===== src/rtl/crc8_frame_tx.sv =====
// Transmit frame sequencer for a bit-serial CRC-8 byte engine.
// Each payload byte is handed to the engine, forwarded downstream once the
// engine reports done, and the frame is closed with the engine's CRC byte.
//
// state  | meaning
// IDLE   | no frame in progress, waiting for first byte to show up
// CLR    | one-cycle engine clear, frame length reset
// ACCEPT | in_ready high, take next payload byte
// START  | one-cycle engine start pulse for the held byte
// WAIT   | waiting for engine done, timeout counter running
// SEND   | payload byte offered downstream
// CRC    | CRC byte offered downstream with out_last
// ABORT  | engine fault, drain input through in_last
module crc8_frame_tx #(
  parameter int unsigned MAX_LEN      = 255,
  parameter int unsigned DONE_TIMEOUT = 15
) (
  input  logic       clk,
  input  logic       rst_n,
  input  logic [7:0] in_data,
  input  logic       in_valid,
  input  logic       in_last,
  output logic       in_ready,
  output logic [7:0] out_data,
  output logic       out_valid,
  output logic       out_last,
  input  logic       out_ready,
  output logic [7:0] crc_byte,
  output logic       crc_enable,
  output logic       crc_clr,
  input  logic [7:0] crc_value,
  input  logic       crc_done,
  output logic       err_len,
  output logic       err_timeout,
  output logic       busy
);

  typedef enum logic [2:0] {
    S_IDLE, S_CLR, S_ACCEPT, S_START, S_WAIT, S_SEND, S_CRC, S_ABORT
  } state_t;

  localparam logic [7:0] TMO_LAST = 8'(DONE_TIMEOUT - 1);
  localparam logic [8:0] LEN_MAX  = 9'(MAX_LEN);

  state_t     state_q, state_d;
  logic [7:0] len_q, len_d;
  logic [7:0] tmo_q, tmo_d;
  logic [7:0] data_q, data_d;
  logic       last_q, last_d;
  logic [7:0] crc_byte_q, crc_byte_d;
  logic [7:0] out_data_q, out_data_d;
  logic       out_valid_q, out_last_q, crc_enable_q, crc_clr_q, busy_q;
  logic       err_len_q, err_len_d;
  logic       err_tmo_q, err_tmo_d;
  logic       forced_last;

  // ABORT also asserts ready so the rest of a faulted frame is swallowed
  assign in_ready    = (state_q == S_ACCEPT) || (state_q == S_ABORT);
  assign forced_last = ({1'b0, len_q} + 9'd1) == LEN_MAX;

  // Next-state and datapath decode
  always_comb begin
    state_d    = state_q;
    len_d      = len_q;
    tmo_d      = tmo_q;
    data_d     = data_q;
    last_d     = last_q;
    crc_byte_d = crc_byte_q;
    out_data_d = out_data_q;
    err_len_d  = 1'b0;
    err_tmo_d  = 1'b0;
    case (state_q)
      S_IDLE:   if (in_valid) state_d = S_CLR;
      S_CLR: begin
        len_d   = '0;
        state_d = S_ACCEPT;
      end
      S_ACCEPT: begin
        if (in_valid) begin
          data_d     = in_data;
          crc_byte_d = in_data;
          last_d     = in_last | forced_last;
          err_len_d  = forced_last & ~in_last;
          len_d      = len_q + 8'd1;
          state_d    = S_START;
        end
      end
      S_START: begin
        tmo_d   = '0;
        state_d = S_WAIT;
      end
      S_WAIT: begin
        if (crc_done) begin
          out_data_d = data_q;
          state_d    = S_SEND;
        end else if (tmo_q == TMO_LAST) begin
          err_tmo_d = 1'b1;
          // if the faulted byte already closed the frame there is nothing to drain
          state_d   = last_q ? S_IDLE : S_ABORT;
        end else begin
          tmo_d = tmo_q + 8'd1;
        end
      end
      S_SEND: begin
        if (out_ready) begin
          if (last_q) begin
            out_data_d = crc_value;
            state_d    = S_CRC;
          end else begin
            state_d = S_ACCEPT;
          end
        end
      end
      S_CRC:    if (out_ready) state_d = S_IDLE;
      S_ABORT:  if (in_valid && in_last) state_d = S_IDLE;
      default:  state_d = S_IDLE;
    endcase
  end

  // State, datapath and registered outputs; strobes follow the state being entered
  always_ff @(posedge clk or negedge rst_n) begin
    if (!rst_n) begin
      state_q      <= S_IDLE;
      len_q        <= '0;
      tmo_q        <= '0;
      data_q       <= '0;
      last_q       <= 1'b0;
      crc_byte_q   <= '0;
      out_data_q   <= '0;
      out_valid_q  <= 1'b0;
      out_last_q   <= 1'b0;
      crc_enable_q <= 1'b0;
      crc_clr_q    <= 1'b0;
      err_len_q    <= 1'b0;
      err_tmo_q    <= 1'b0;
      busy_q       <= 1'b0;
    end else begin
      state_q      <= state_d;
      len_q        <= len_d;
      tmo_q        <= tmo_d;
      data_q       <= data_d;
      last_q       <= last_d;
      crc_byte_q   <= crc_byte_d;
      out_data_q   <= out_data_d;
      out_valid_q  <= (state_d == S_SEND) || (state_d == S_CRC);
      out_last_q   <= (state_d == S_CRC);
      crc_enable_q <= (state_d == S_START);
      crc_clr_q    <= (state_d == S_CLR);
      err_len_q    <= err_len_d;
      err_tmo_q    <= err_tmo_d;
      busy_q       <= (state_d != S_IDLE);
    end
  end

  assign out_data    = out_data_q;
  assign out_valid   = out_valid_q;
  assign out_last    = out_last_q;
  assign crc_byte    = crc_byte_q;
  assign crc_enable  = crc_enable_q;
  assign crc_clr     = crc_clr_q;
  assign err_len     = err_len_q;
  assign err_timeout = err_tmo_q;
  assign busy        = busy_q;

endmodule


===== config.mk =====
export PLATFORM = sky130hd
export DESIGN_NAME = crc8_frame_tx
export DESIGN_NICKNAME = d
export VERILOG_FILES = /design/src/rtl/crc8_frame_tx.sv
export SDC_FILE = /design/constraint.sdc
export NUM_CORES = 1
export LEC_CHECK = 0
export ABC_AREA = 1
export BUFFER_PORTS_ARGS = -buffer_cell sky130_fd_sc_hd__buf_2
export CORE_ASPECT_RATIO = 1.4
export CORE_MARGIN = 2
export CORE_UTILIZATION = 31
export DETAILED_ROUTE_END_ITERATION = 12
export HOLD_SLACK_MARGIN = 0.12
export PLACE_DENSITY = 0.6
export SLEW_MARGIN = 0
export SYNTH_ARGS = -nofsm -noshare
export SYNTH_HDL_FRONTEND = slang
export SYNTH_SLANG_ARGS = --single-unit

===== constraint.sdc =====
create_clock -name clk -period 2.1 [get_ports clk]
set_clock_uncertainty 0.2 [all_clocks]
set_input_delay 0.21 -clock clk [delete_from_list [all_inputs] [get_ports clk]]
set_output_delay 0.21 -clock clk [all_outputs]
set_load 0.02 [all_outputs]

==> results.tsv <==
metric	value	unit
Routed Antenna Nets	0	
Root Driver	clkbuf_8	
count of cell types in the netlist	31	
DR WL/cell	11.3	µm
maxcap violations	0	
TNS Setup	0	ns
first-pass GRT wire length	9370	µm
Sequential Power Share	35.5	%
Antenna diodes	0	
DRT iter0 DRCs	81	
dpl ws	0.191	ns
CTS Hold Bufs	21	
hpwl dp	3990	µm
synthesized area	2310	µm²
Filler Cells Inserted	737	
grt met3 use	3.57	%
Syn-to-layout area delta	29.6	%
layout cell share with drive strength beyond 1	19.2	%
H-tree Lvls	2	
DIE AREA	8160	µm²
Power Dens Cells	1170	nW/µm²
Final period util	91.6	%
Mapped Nets	333	
critical path class	reg2reg	
hold crit path type	in2async	
Max VDD drop	0.599	mV
cell accounting for the most synthesized area	dfrtp_1	
Seq/Total Area, Yosys	46.6	%
most frequent cell after synthesis	nand2_1	
Crit Path Max Fanout	7	
via count	2137	
Worst-Skew Late Latency	0.30	ns
number of synthesized flops with an enable pin	0	
clock power share	22.2	%
starting density of the core	31.8	%
crit path from	tmo_q[0]$_DFFE_PN0P_	
area of the core	7270	µm²
Final min period	1.92	ns
Switching Power	1.48	mW
crit start category	flop	
total global routing overflow	0	
largest net degree at the start of global routing	17	
final instance count without filler cells	477	
Critical Path Sink Type	flop	
clock slew at reported path FFs	0.09	ns
leakage	1.59	nW
routability cong.	0.836	
post-cts sizing count	0	
FMAX	520	MHz
Layout Nets	405	
Tightest Pin Transition	0.375	ns
Mapped Avg Cell Area	7.52	µm²
Post-Route WL	5370	µm
total CTS buffers	5	
Pint	2.03	mW
die height	106	µm
setup violators final	0	
Arr. time, crit path	1.91	ns
Max-slew headroom	75.0	%
Top FF cell, synth	dfrtp_1	
Vias/cell	4.48	
Gate power share	42.2	%
switch share	42.2	%
DR pass1 iterations	4	
TritonCTS clock tree	built	
initial antenna violation count	0	
Placed Cells	448	
gr usage total	14.3	%
Gate Count Post-Synth	307	
list of most frequent post-synthesis cells	nand2_1, dfrtp_1, inv_1, nor2_1, nand3_1	
number of remaining DRC errors	0	
Horiz. Die Dim	76.9	µm
Fin. Hold Viols	0	
met1 GRT Util	14.9	%
status	complete, no violations	
GRT busiest layer	met2	
YS warnings	0	
Yosys top cell area share	46.6	%
pins over their slew limit	0	
synthesis-stage register bit count	43	
RSZ-0062 raised after global routing	no	
IO Pins	46	
Reg-to-Reg Start	tmo_q[0]$_DFFE_PN0P_	
Max Buffers Root-to-Sink	2	
CTS sink count	43	
synth top area cells	dfrtp_1, nand2_1, inv_1	
Core Util, Final	41.2	%
Buffers on Ports	45	
M2 GR Usage	26.9	%
Post-synth ARST share	100	%
Critical Path RT	2.09	ns
Post CTS Setup Buffer Count	0	
vias in the first global route	2202	
final worst slack	0.177	ns
site row count	37	
[cells by family after synthesis]
group | count (synthesis) | share of synthesized area (%)
DFF | 43 | 46.6
AOI/OAI and AO/OA | 26 | 6.45
xor gates and xnor gates | 7 | 2.66
and+or+nand+nor | 180 | 33.3
buffers and inverters | 47 | 8.83
adders and majority gates | 4 | 2.17
[power groups by stage]
| stage | logic, mW | registers [mW] | clock network, mW |
|---|---|---|---|
| finish | 1.48 | 1.25 | 0.781 |
| global route | 1.67 | 1.28 | 0.834 |
| detailed placement | 1.47 | 1.26 | 0 |
| global placement | 1.45 | 1.26 | 0 |
| floorplan | 0.938 | 1.39 | 0 |
| CTS | 1.50 | 1.25 | 0.807 |
[path summary, 6_finish.rpt]
check                                          end  slack, ns  depth (start not counted)
hold reg to reg            crc_byte[6]$_DFFE_PN0P_       0.31                          2
setup / recovery              tmo_q[7]$_DFFE_PN0P_       0.18                         11
setup reg to reg              tmo_q[7]$_DFFE_PN0P_       0.18                         11
max in group asynchronous     len_q[2]$_DFFE_PN0P_       1.01                          3
min in group clk           crc_byte[6]$_DFFE_PN0P_       0.31                          2
hold / removal             crc_byte[7]$_DFFE_PN0P_       0.14                          2
[critical path, cell delays in order (launching register included)]
cell and delay [ns]:
dfrtp_1 0.44, inv_1 0.08, ha_1 0.14, nand2_1 0.05, nor2_1 0.16, nand2_1 0.12, nand2_1 0.08, nand2_1 0.11
o21ai_2 0.17, inv_2 0.13, nand2_1 0.08, o21ai_1 0.06
[registers in the layout, summed over array words and instances (netlist names)]
signal       count
state_q          3
err_len          1
len_q            8
crc_byte         8
tmo_q            8
crc_clr          1
out_data         8
out_last         1
busy             1
err_timeout      1
out_valid        1
last_q           1
crc_enable       1
[layout by cell type (no fill, tap or decap), types with 2 or more instances in the layout]
master | synthesis | layout
a21oi_1 | 2 | 2
nor2_1 | 21 | 21
buf_2 | 1 | 45
nand2_1 | 125 | 125
dlygate4sd3_1 | 0 | 21
buf_4 | 2 | 5
o21ai_0 | 6 | 6
nor3_1 | 5 | 5
nand3_2 | 2 | 2
inv_2 | 3 | 3
nand4_1 | 4 | 4
ha_1 | 4 | 4
o21ai_1 | 10 | 10
inv_1 | 36 | 36
bufinv_16 | 0 | 2
dfrtp_1 | 43 | 43
o22ai_1 | 5 | 5
xor2_1 | 6 | 6
nand3_1 | 17 | 17
clkbuf_8 | 0 | 5
[through the flow]
step	area (µm²)	hold WS, ns	power [mW]
floorplan	2310	-0.286	2.33
global placement	2650	-0.0610	2.71
detailed placement	2650	-0.0581	2.73
CTS	2990	0.145	3.56
global route	2990	0.155	3.79
finish	2990	0.140	3.51
[area by class of cell]
cell class                 count  area, µm²  share of cell area [%]
timing repair buffer          71        473                    15.8
inverter                      41        158                    5.27
tap                           97        121                    4.06
clock buffer                   5       68.8                    2.30
clock inverter                 3       67.6                    2.26
multi-input combinational    217       1030                    34.4
sequential                    43       1080                    36.0
[per-layer routing]
layer | routed length [µm] | vias up
met3 | 250 | 12
li1 | - | 1102
met5 | 0 | -
met4 | 121 | 0
met2 | 2830 | 58
met1 | 2160 | 965
(Power assumes the default switching activity.)
